<file path="config.mk">
export PLATFORM = sky130hd
export DESIGN_NAME = booth_dot_ctrl_flat
export DESIGN_NICKNAME = d
export VERILOG_FILES = /design/src/rtl/booth_dot_ctrl_if.sv /design/src/rtl/booth_dot_ctrl.sv /design/src/flat_wrapper.sv
export SDC_FILE = /design/constraint.sdc
export NUM_CORES = 1
export LEC_CHECK = 0
export ABC_AREA = 1
export CORE_AREA = 5 5 104 106
export DETAILED_ROUTE_END_ITERATION = 6
export DIE_AREA = 0 0 109 111
export GPL_TIMING_DRIVEN = 0
export PLACE_DENSITY = 0.66
export REMOVE_ABC_BUFFERS = 1
export SETUP_SLACK_MARGIN = 0.02
export SLEW_MARGIN = 20
export SYNTH_ARGS = -nofsm -noshare
export SYNTH_HDL_FRONTEND = slang
export SYNTH_SLANG_ARGS = --single-unit
</file>
<file path="constraint.sdc">
create_clock -name clk -period 2.4 [get_ports clk]
set_input_delay 0.24 -clock clk [delete_from_list [all_inputs] [get_ports clk]]
set_output_delay 0.24 -clock clk [all_outputs]
set_load 0.02 [all_outputs]
</file>
<file path="src/rtl/booth_dot_ctrl_if.sv">
// Stream, multiplier and result signals of the Booth dot-product sequencer.
// slave is the sequencer's view; master is the surrounding system (source, multiplier, sink).
interface booth_dot_ctrl_if #(
  parameter int ACC_W = 24
);
  // Handshakes: a transfer happens on a rising clk edge where valid and ready are
  // both 1; a valid source keeps its payload stable until that edge.
  logic             in_valid;
  logic             in_ready;
  logic [7:0]       in_a;
  logic [7:0]       in_b;
  logic             in_last;

  logic             mul_start;
  logic [7:0]       mul_x;
  logic [7:0]       mul_y;
  logic             mul_valid;
  logic [15:0]      mul_z;

  logic             out_valid;
  logic             out_ready;
  logic [ACC_W-1:0] out_data;
  logic             ovf;
  logic             err;

  logic [1:0]       dbg_state;

  modport slave (
    input  in_valid, in_a, in_b, in_last, mul_valid, mul_z, out_ready,
    output in_ready, mul_start, mul_x, mul_y, out_valid, out_data, ovf, err, dbg_state
  );

  modport master (
    output in_valid, in_a, in_b, in_last, mul_valid, mul_z, out_ready,
    input  in_ready, mul_start, mul_x, mul_y, out_valid, out_data, ovf, err, dbg_state
  );
endinterface

</file>
<file path="src/rtl/booth_dot_ctrl.sv">
// Sequences signed operand pairs into an external 8x8 Booth multiplier one term at a
// time and accumulates the products into a dot product released on the last term.
module booth_dot_ctrl #(
  parameter int ACC_W   = 24,
  parameter int TIMEOUT = 32
) (
  input  logic                   clk,
  input  logic                   rst,
  booth_dot_ctrl_if.slave        bus
);

  typedef enum logic [1:0] {
    S_IDLE  = 2'd0,
    S_ISSUE = 2'd1,
    S_WAIT  = 2'd2,
    S_OUT   = 2'd3
  } state_t;

  localparam logic [7:0] CNT_LAST = 8'(TIMEOUT - 1);

  state_t             r_state;
  logic               r_in_ready;
  logic               r_mul_start;
  logic [7:0]         r_mul_x;
  logic [7:0]         r_mul_y;
  logic               r_last;
  logic [7:0]         r_cnt;
  logic signed [ACC_W-1:0] r_acc;
  logic               r_out_valid;
  logic               r_ovf;
  logic               r_err;

  logic signed [ACC_W-1:0] w_prod_ext;
  logic signed [ACC_W-1:0] w_sum;
  logic               w_sum_ovf;
  logic               w_timeout;

  assign w_prod_ext = ACC_W'($signed(bus.mul_z));
  assign w_sum      = r_acc + w_prod_ext;
  // Two's-complement overflow: addends share a sign the wrapped sum does not.
  assign w_sum_ovf  = (r_acc[ACC_W-1] == w_prod_ext[ACC_W-1]) &&
                      (w_sum[ACC_W-1] != r_acc[ACC_W-1]);
  assign w_timeout  = (r_cnt == CNT_LAST);

  always_ff @(posedge clk or negedge rst) begin
    if (!rst) begin
      r_state     <= S_IDLE;
      r_in_ready  <= 1'b1;
      r_mul_start <= 1'b0;
      r_mul_x     <= '0;
      r_mul_y     <= '0;
      r_last      <= 1'b0;
      r_cnt       <= '0;
      r_acc       <= '0;
      r_out_valid <= 1'b0;
      r_ovf       <= 1'b0;
      r_err       <= 1'b0;
    end else begin
      case (r_state)
        S_IDLE: begin
          if (bus.in_valid) begin
            r_mul_x     <= bus.in_a;
            r_mul_y     <= bus.in_b;
            r_last      <= bus.in_last;
            r_in_ready  <= 1'b0;
            r_mul_start <= 1'b1;
            r_state     <= S_ISSUE;
          end
        end

        S_ISSUE: begin
          r_mul_start <= 1'b0;
          r_cnt       <= '0;
          r_state     <= S_WAIT;
        end

        S_WAIT: begin
          // A result landing in the final counted cycle still beats the timeout.
          if (bus.mul_valid || w_timeout) begin
            if (bus.mul_valid) begin
              r_acc <= w_sum;
              if (w_sum_ovf) r_ovf <= 1'b1;
            end else begin
              r_err <= 1'b1;
            end
            if (r_last) begin
              r_out_valid <= 1'b1;
              r_state     <= S_OUT;
            end else begin
              r_in_ready  <= 1'b1;
              r_state     <= S_IDLE;
            end
          end else begin
            r_cnt <= r_cnt + 8'd1;
          end
        end

        S_OUT: begin
          if (bus.out_ready) begin
            r_acc       <= '0;
            r_ovf       <= 1'b0;
            r_err       <= 1'b0;
            r_out_valid <= 1'b0;
            r_in_ready  <= 1'b1;
            r_state     <= S_IDLE;
          end
        end

        default: begin
          r_state     <= S_IDLE;
          r_in_ready  <= 1'b1;
          r_mul_start <= 1'b0;
          r_out_valid <= 1'b0;
        end
      endcase
    end
  end

  // The accumulator only moves outside OUT, so it doubles as the held result.
  assign bus.in_ready  = r_in_ready;
  assign bus.mul_start = r_mul_start;
  assign bus.mul_x     = r_mul_x;
  assign bus.mul_y     = r_mul_y;
  assign bus.out_valid = r_out_valid;
  assign bus.out_data  = r_acc;
  assign bus.ovf       = r_ovf;
  assign bus.err       = r_err;
  assign bus.dbg_state = r_state;

endmodule

</file>
<file path="src/flat_wrapper.sv">
// flat-port wrapper written by rule: the top's interface ports become plain ports
module booth_dot_ctrl_flat 
#(
  parameter int ACC_W   = 24,
  parameter int TIMEOUT = 32
)
  (clk, rst, bus_in_valid, bus_in_a, bus_in_b, bus_in_last, bus_mul_valid, bus_mul_z, bus_out_ready, bus_in_ready, bus_mul_start, bus_mul_x, bus_mul_y, bus_out_valid, bus_out_data, bus_ovf, bus_err, bus_dbg_state);
  booth_dot_ctrl_if #(.ACC_W(ACC_W)) bus_i ();
  input  logic clk;
  input  logic rst;
  input wire logic [$bits(bus_i.in_valid)-1:0] bus_in_valid;
  input wire logic [$bits(bus_i.in_a)-1:0] bus_in_a;
  input wire logic [$bits(bus_i.in_b)-1:0] bus_in_b;
  input wire logic [$bits(bus_i.in_last)-1:0] bus_in_last;
  input wire logic [$bits(bus_i.mul_valid)-1:0] bus_mul_valid;
  input wire logic [$bits(bus_i.mul_z)-1:0] bus_mul_z;
  input wire logic [$bits(bus_i.out_ready)-1:0] bus_out_ready;
  output wire logic [$bits(bus_i.in_ready)-1:0] bus_in_ready;
  output wire logic [$bits(bus_i.mul_start)-1:0] bus_mul_start;
  output wire logic [$bits(bus_i.mul_x)-1:0] bus_mul_x;
  output wire logic [$bits(bus_i.mul_y)-1:0] bus_mul_y;
  output wire logic [$bits(bus_i.out_valid)-1:0] bus_out_valid;
  output wire logic [$bits(bus_i.out_data)-1:0] bus_out_data;
  output wire logic [$bits(bus_i.ovf)-1:0] bus_ovf;
  output wire logic [$bits(bus_i.err)-1:0] bus_err;
  output wire logic [$bits(bus_i.dbg_state)-1:0] bus_dbg_state;
  assign bus_i.in_valid = bus_in_valid;
  assign bus_i.in_a = bus_in_a;
  assign bus_i.in_b = bus_in_b;
  assign bus_i.in_last = bus_in_last;
  assign bus_i.mul_valid = bus_mul_valid;
  assign bus_i.mul_z = bus_mul_z;
  assign bus_i.out_ready = bus_out_ready;
  assign bus_in_ready = bus_i.in_ready;
  assign bus_mul_start = bus_i.mul_start;
  assign bus_mul_x = bus_i.mul_x;
  assign bus_mul_y = bus_i.mul_y;
  assign bus_out_valid = bus_i.out_valid;
  assign bus_out_data = bus_i.out_data;
  assign bus_ovf = bus_i.ovf;
  assign bus_err = bus_i.err;
  assign bus_dbg_state = bus_i.dbg_state;
  booth_dot_ctrl #(.ACC_W(ACC_W), .TIMEOUT(TIMEOUT)) u_core (.clk(clk), .rst(rst), .bus(bus_i));
endmodule
</file>
Yosys cells after proc, flatten, opt, wreduce, memory -nomap -nowiden
Cells that the tools add are included.
{ "totals": {"register_bits": 56, "output_inout_bits": 47, "wordCells": 73} }
{ "op_classes": {"addsub": 2, "n_eq_ne": 15, "mux": 29, "n_reduce_logical": 16} }
{ "ops": {"columns": ["operator", "n"], "rows": [
  ["2-to-1 mux 24 bit", 3],
  ["one-hot mux 24 bit (2 select lines)", 1],
  ["adder 24 x 16 -> 24 bit", 1],
  ["one-hot mux 8 bit (2 select lines)", 1],
  ["2-to-1 mux 1 bit", 13],
  ["inequality test 2 bit (second input constant)", 6],
  ["AND reduction 4 bit", 3],
  ["AND reduction 5 bit", 2],
  ["adder 8 x 1 -> 8 bit (second input constant)", 1],
  ["== test 8 x 5 -> 1 bit (second input constant)", 1],
  ["2-to-1 mux 2 bit", 4],
  ["2-to-1 mux 8 bit", 1],
  ["one-hot mux 1 bit (2 select lines)", 4],
  ["one-hot mux 2 bit (4 select lines)", 1],
  ["inequality test 2 x 1 -> 1 bit (second input constant)", 3],
  ["AND reduction 2 bit", 3],
  ["nonzero test 2 bit", 3],
  ["== test 2 bit (second input constant)", 2],
  ["one-hot mux 1 bit (3 select lines)", 1],
  ["AND reduction 3 bit", 1],
  ["nonzero test 3 bit", 1],
  ["== test 2 x 1 -> 1 bit (second input constant)", 1],
  ["logical NOT 2 bit", 1],
  ["== test 1 bit", 1],
  ["3 further kinds", 3]
]} }

Longest topological paths before layout
{ "depth": {"word_depth": 7, "depth_mapped": 14} }

Worst setup path before layout
OpenSTA, ideal clock, no wires.
{ "synth_path": {"path_kind": "reg-to-reg", "from": "register u_core.r_acc[0] (netlist: u_core.bus.out_data[0])", "to": "register u_core.r_acc[12] (netlist: u_core.bus.out_data[12])", "arrival_ns": 1.841, "required_ns": 2.317, "slack_ns": 0.476, "stages_incl_launch_ff": 12, "path_buffers": 0, "synth_period_minus_slack_ns": 1.924, "path_cell_list": "dfrtp_1 > ha_1 > fa_1 > nand3_1 > nand2_1 > nand2_1 > o211ai_1 > nand2_1 > nand2_1 > nand2_1 > nand2_1 > o21ai_0"} }
{ "synth_between": {"elab_chain_cells": 4} }
{ "synth_lines": {"columns": ["element", "line", "text"], "rows": [
  ["from (decl)", "booth_dot_ctrl.sv:28", "logic signed [ACC_W-1:0] r_acc;"],
  ["from (signal assigned)", "booth_dot_ctrl.sv:81", "r_acc <= w_sum;"],
  ["adder 24 x 16 -> 24 bit", "booth_dot_ctrl.sv:39", "assign w_sum = r_acc + w_prod_ext;"],
  ["2-to-1 mux 24 bit", "booth_dot_ctrl.sv:80", "if (bus.mul_valid) begin"],
  ["2-to-1 mux 24 bit", "booth_dot_ctrl.sv:79", "if (bus.mul_valid || w_timeout) begin"],
  ["one-hot mux 24 bit (2 select lines)", "booth_dot_ctrl.sv:59", "case (r_state)"]
]} }
Every way passes these cells. The select of a mux whose other input is x is not followed.
A chain may end at the register's enable or synchronous reset.

Worst setup path after layout
{ "layout_path": {"from": "register u_core.r_acc[0] (netlist: u_core.bus.out_data[0])", "to": "register u_core.r_acc[16] (netlist: u_core.bus.out_data[16])"} }
Same word-level chain as after synthesis.

==> results.tsv <==
stage	metric	value	unit
outcome	status	finished clean	
sta	relSlewSlack	0.671	
finish	stdcell_count	756	
floorplan	coreArea	9680	um^2
finish	layout_common_cells	197 x nand2_1, 83 x clkdlybuf4s50_1, 55 x dfrtp_1, 47 x nor2_1, 46 x inv_1	
synthesis	synth_cells	535	
critical_path	slowest_stage	fa_1	
routing	wl	10100	um
finish	nNetsFinal	685	
finish	final_core_util	0.506	
placement	hpwl	7840	um
floorplan	io_pins	85	
sta	rsz0062_at_grt	no	
critical_path	path_common_cell	nand2_1	
synthesis	syn_avg_cell_area	7.08	um^2
finish	synthToLayoutAreaGrowth	29.3	%
clock_network	ctsHoldBuffers	1	
floorplan	start_util	0.391	
sta	fin_tns_setup	0	ns
synthesis	syn-cell-area	3790	um^2
floorplan	fp.dieW	109	um
critical_path	path_cells	ha_1, fa_1, nand3_1, nand2_1, nand2_1, o211ai_1, nand3_1, nand2_1, nand2_1, nand2_1, o21ai_1	
clock_network	cts-root-buf	clkbuf_8	
synthesis	synth_warnings	0	
routing	vias	3740	
clock_network	clkTransAtPathRegs	0.11	ns
routing	initialDrtViolationCount	129	
floorplan	row_count	36	
pwr	irDropWorstVdd	0.000694	V
worst_hold_path	hold_class	primary input to asynchronous set/reset pin	
sta	slew_viol_final	0	
critical_path	arrival	2.43	ns
routing	avgViaCountPerCell	4.95	
clock_network	postCtsSetupRepairBufs	0	
synthesis	synth.distinct_cells	37	
floorplan	die_h	111	um
finish	final_area	4900	um^2
placement	dp.cells	747	
placement	portBuffers	84	
sta	period_share	0.908	
critical_path	crit_type	flop to flop	
synthesis	ys_seq_area_frac	0.370	
clock_network	cts-buffers-inserted	5	
synthesis	ys_seq_elements	56	
sta	clock_skew	0.0138	ns
sta	period_needed	2.18	ns
global_routing	grt_pass1_vias	3742	
finish	final_common_cell	nand2_1	
routing	routed-wl-met2	4680	um
critical_path	crit_path_start_kind	flop	
routing	dr_wl_met3	896	um
critical_path	slowest_delay	0.48	ns
clock_network	clkSinkCount	56	
finish	diodes	0	
global_routing	antenna_found_initial	0	
sta	setup_viol	0	
critical_path	ff2ff_setup_slack	0.22	ns
critical_path	reg2reg_from	u_core.bus.out_data[0]	
routing	ant_nets	0	
pwr	p_leak	2.40	nW
global_routing	grt.overflow.total	0	
critical_path	worstPathMaxFanout	5	
sta	tightest_slew	0.493	ns
floorplan	die-area	12100	um^2
routing	wl_per_cell	13.4	um
clock_network	h-tree-depth	2	
placement	place.gp.congestion	0.902	
global_routing	grt_max_degree	35	
critical_path	end_kind	flop	
finish	layout-drive-gt1-share	0.0562	
pwr	power-per-cell-area	1230	nW/um^2
clock_network	cts_tree	done	
critical_path	critPathBufInv	0	
sta	hold_viol	0	
routing	routed.top_layer	met4	
sta	max_freq	0.459	GHz
critical_path	required	2.65	ns
global_routing	grt.total_usage	0.174	
job	maxCapViolations	0	
global_routing	grt_first_pass_wirelength	17400	um
clock_network	cts_resized	0	
critical_path	reg2reg_depth	11	
routing	dr.pass1.iters	5	
clock_network	clock_latency	0.32	ns
critical_path	critical_path.top_delay_family	adder cells	
placement	place_area	4770	um^2
finish	fillCellCount	1003	
routing	drc	0	
clock_network	clockBufferDepth	2	
routing	wl_met1	4460	um
critical_path	regToRegEndpoint	u_core.bus.out_data[16]	
-- state kept, by name, indices dropped and copies added, names as in the netlist, 2 cells and up --
name,flops
u_core.bus.out_data,24
u_core.bus.mul_y,8
u_core.r_cnt,8
u_core.bus.mul_x,8
u_core.bus.dbg_state,2
-- worst register-to-register path, delay by kind of cell (launching register included) --
kind / cells / cell delay, ns
AO/OA/AOI/OAI: 2 / 0.31
adder cells (fa/ha/maj): 2 / 0.74
flip-flops: 1 / 0.41
AND/OR/NAND/NOR: 7 / 0.65
-- layout make-up --
type	instances	area [um^2]	area share
clock inverters	2	38.8	0.00792
flip-flops and latches	56	1400	0.286
multi-input cells	420	2150	0.439
repair buffers	86	868	0.177
clock buffers	6	72.6	0.0148
well taps	133	166	0.0340
inverters	53	199	0.0406
-- layer usage --
metal / track usage / up-vias
li1: - / 1916
met2: 0.285 / 104
met3: 0.0588 / 8
met5: 0 / -
met4: 0.0303 / 0
met1: 0.224 / 1712
-- cells by family (layout without fill, tap and decap cells) --
kind of cell | after synthesis | in the layout | share of synthesized area
simple gates | 300 | 300 | 0.335
compound gates | 93 | 93 | 0.143
buf+inv | 59 | 147 | 0.0624
flops | 56 | 56 | 0.370
fa+ha+maj | 25 | 25 | 0.0846
xor+xnor | 1 | 1 | 0.00231
mux | 1 | 1 | 0.00297
-- worst max-delay path by stage --
stage                            from                       to  slack (ns)  depth (start not counted)
6_report       u_core.bus.out_data[0]  u_core.bus.out_data[16]        0.22                         11
2_1_floorplan  u_core.bus.out_data[0]  u_core.bus.out_data[12]        0.47                         11
4_1_cts        u_core.bus.out_data[0]  u_core.bus.out_data[16]        0.22                         11
5_1_grt        u_core.bus.out_data[0]  u_core.bus.out_data[16]        0.03                         11
3_5_place_dp            bus_mul_z[15]  u_core.bus.out_data[23]       -0.09                         11
3_3_place_gp                      rst     u_core.bus.mul_start       -0.78                          1
-- stage by stage --
step	worst slack [ns]	hold slack (ns)	power (mW)
5_1_grt	0.0273	0.364	6.62
3_5_place_dp	-0.0890	0.162	5.39
3_3_place_gp	-0.782	0.452	5.33
4_1_cts	0.222	0.354	6.08
6_report	0.221	0.347	6.03
2_1_floorplan	0.472	-0.0556	4.00
-- cell usage after synthesis --
cell type,instances,area share
xnor2_1,1,0.0023
dfstp_2,1,0.0069
nand4_2,2,0.0066
nor2_2,1,0.0017
o21ai_0,27,0.036
nor2_1,47,0.047
o21bai_1,5,0.0099
and2_1,2,0.0033
a21oi_1,36,0.048
or2_1,4,0.0066
o31ai_1,2,0.0040
fa_1,1,0.0053
nand2_2,3,0.0050
inv_1,46,0.046
o211ai_1,1,0.0020
o21a_1,2,0.0040
nor2_4,3,0.0089
nor3_1,6,0.0079
inv_2,7,0.0069
o21ai_1,8,0.011
a21o_1,1,0.0020
nand2_1,197,0.20
o21ai_2,2,0.0046
o21ai_4,2,0.0086
ha_1,24,0.079
nand4_1,8,0.013
a22o_1,2,0.0046
a21boi_0,1,0.0020
buf_4,3,0.0059
nand3_1,24,0.032
buf_2,3,0.0040
a21oi_2,1,0.0023
nand3_2,1,0.0026
mux2_2,1,0.0030
dfrtp_1,55,0.36
o22ai_1,3,0.0050
nor3_2,2,0.0053
-- where the power goes --
part,total (mW),internal (mW),switching [mW]
Sequential,1.65,1.33,0.319
Combinational,3.72,1.48,2.25
Clock,0.659,0.317,0.343
Total,6.03,3.13,2.91
Power figures use the tool's default switching activity.
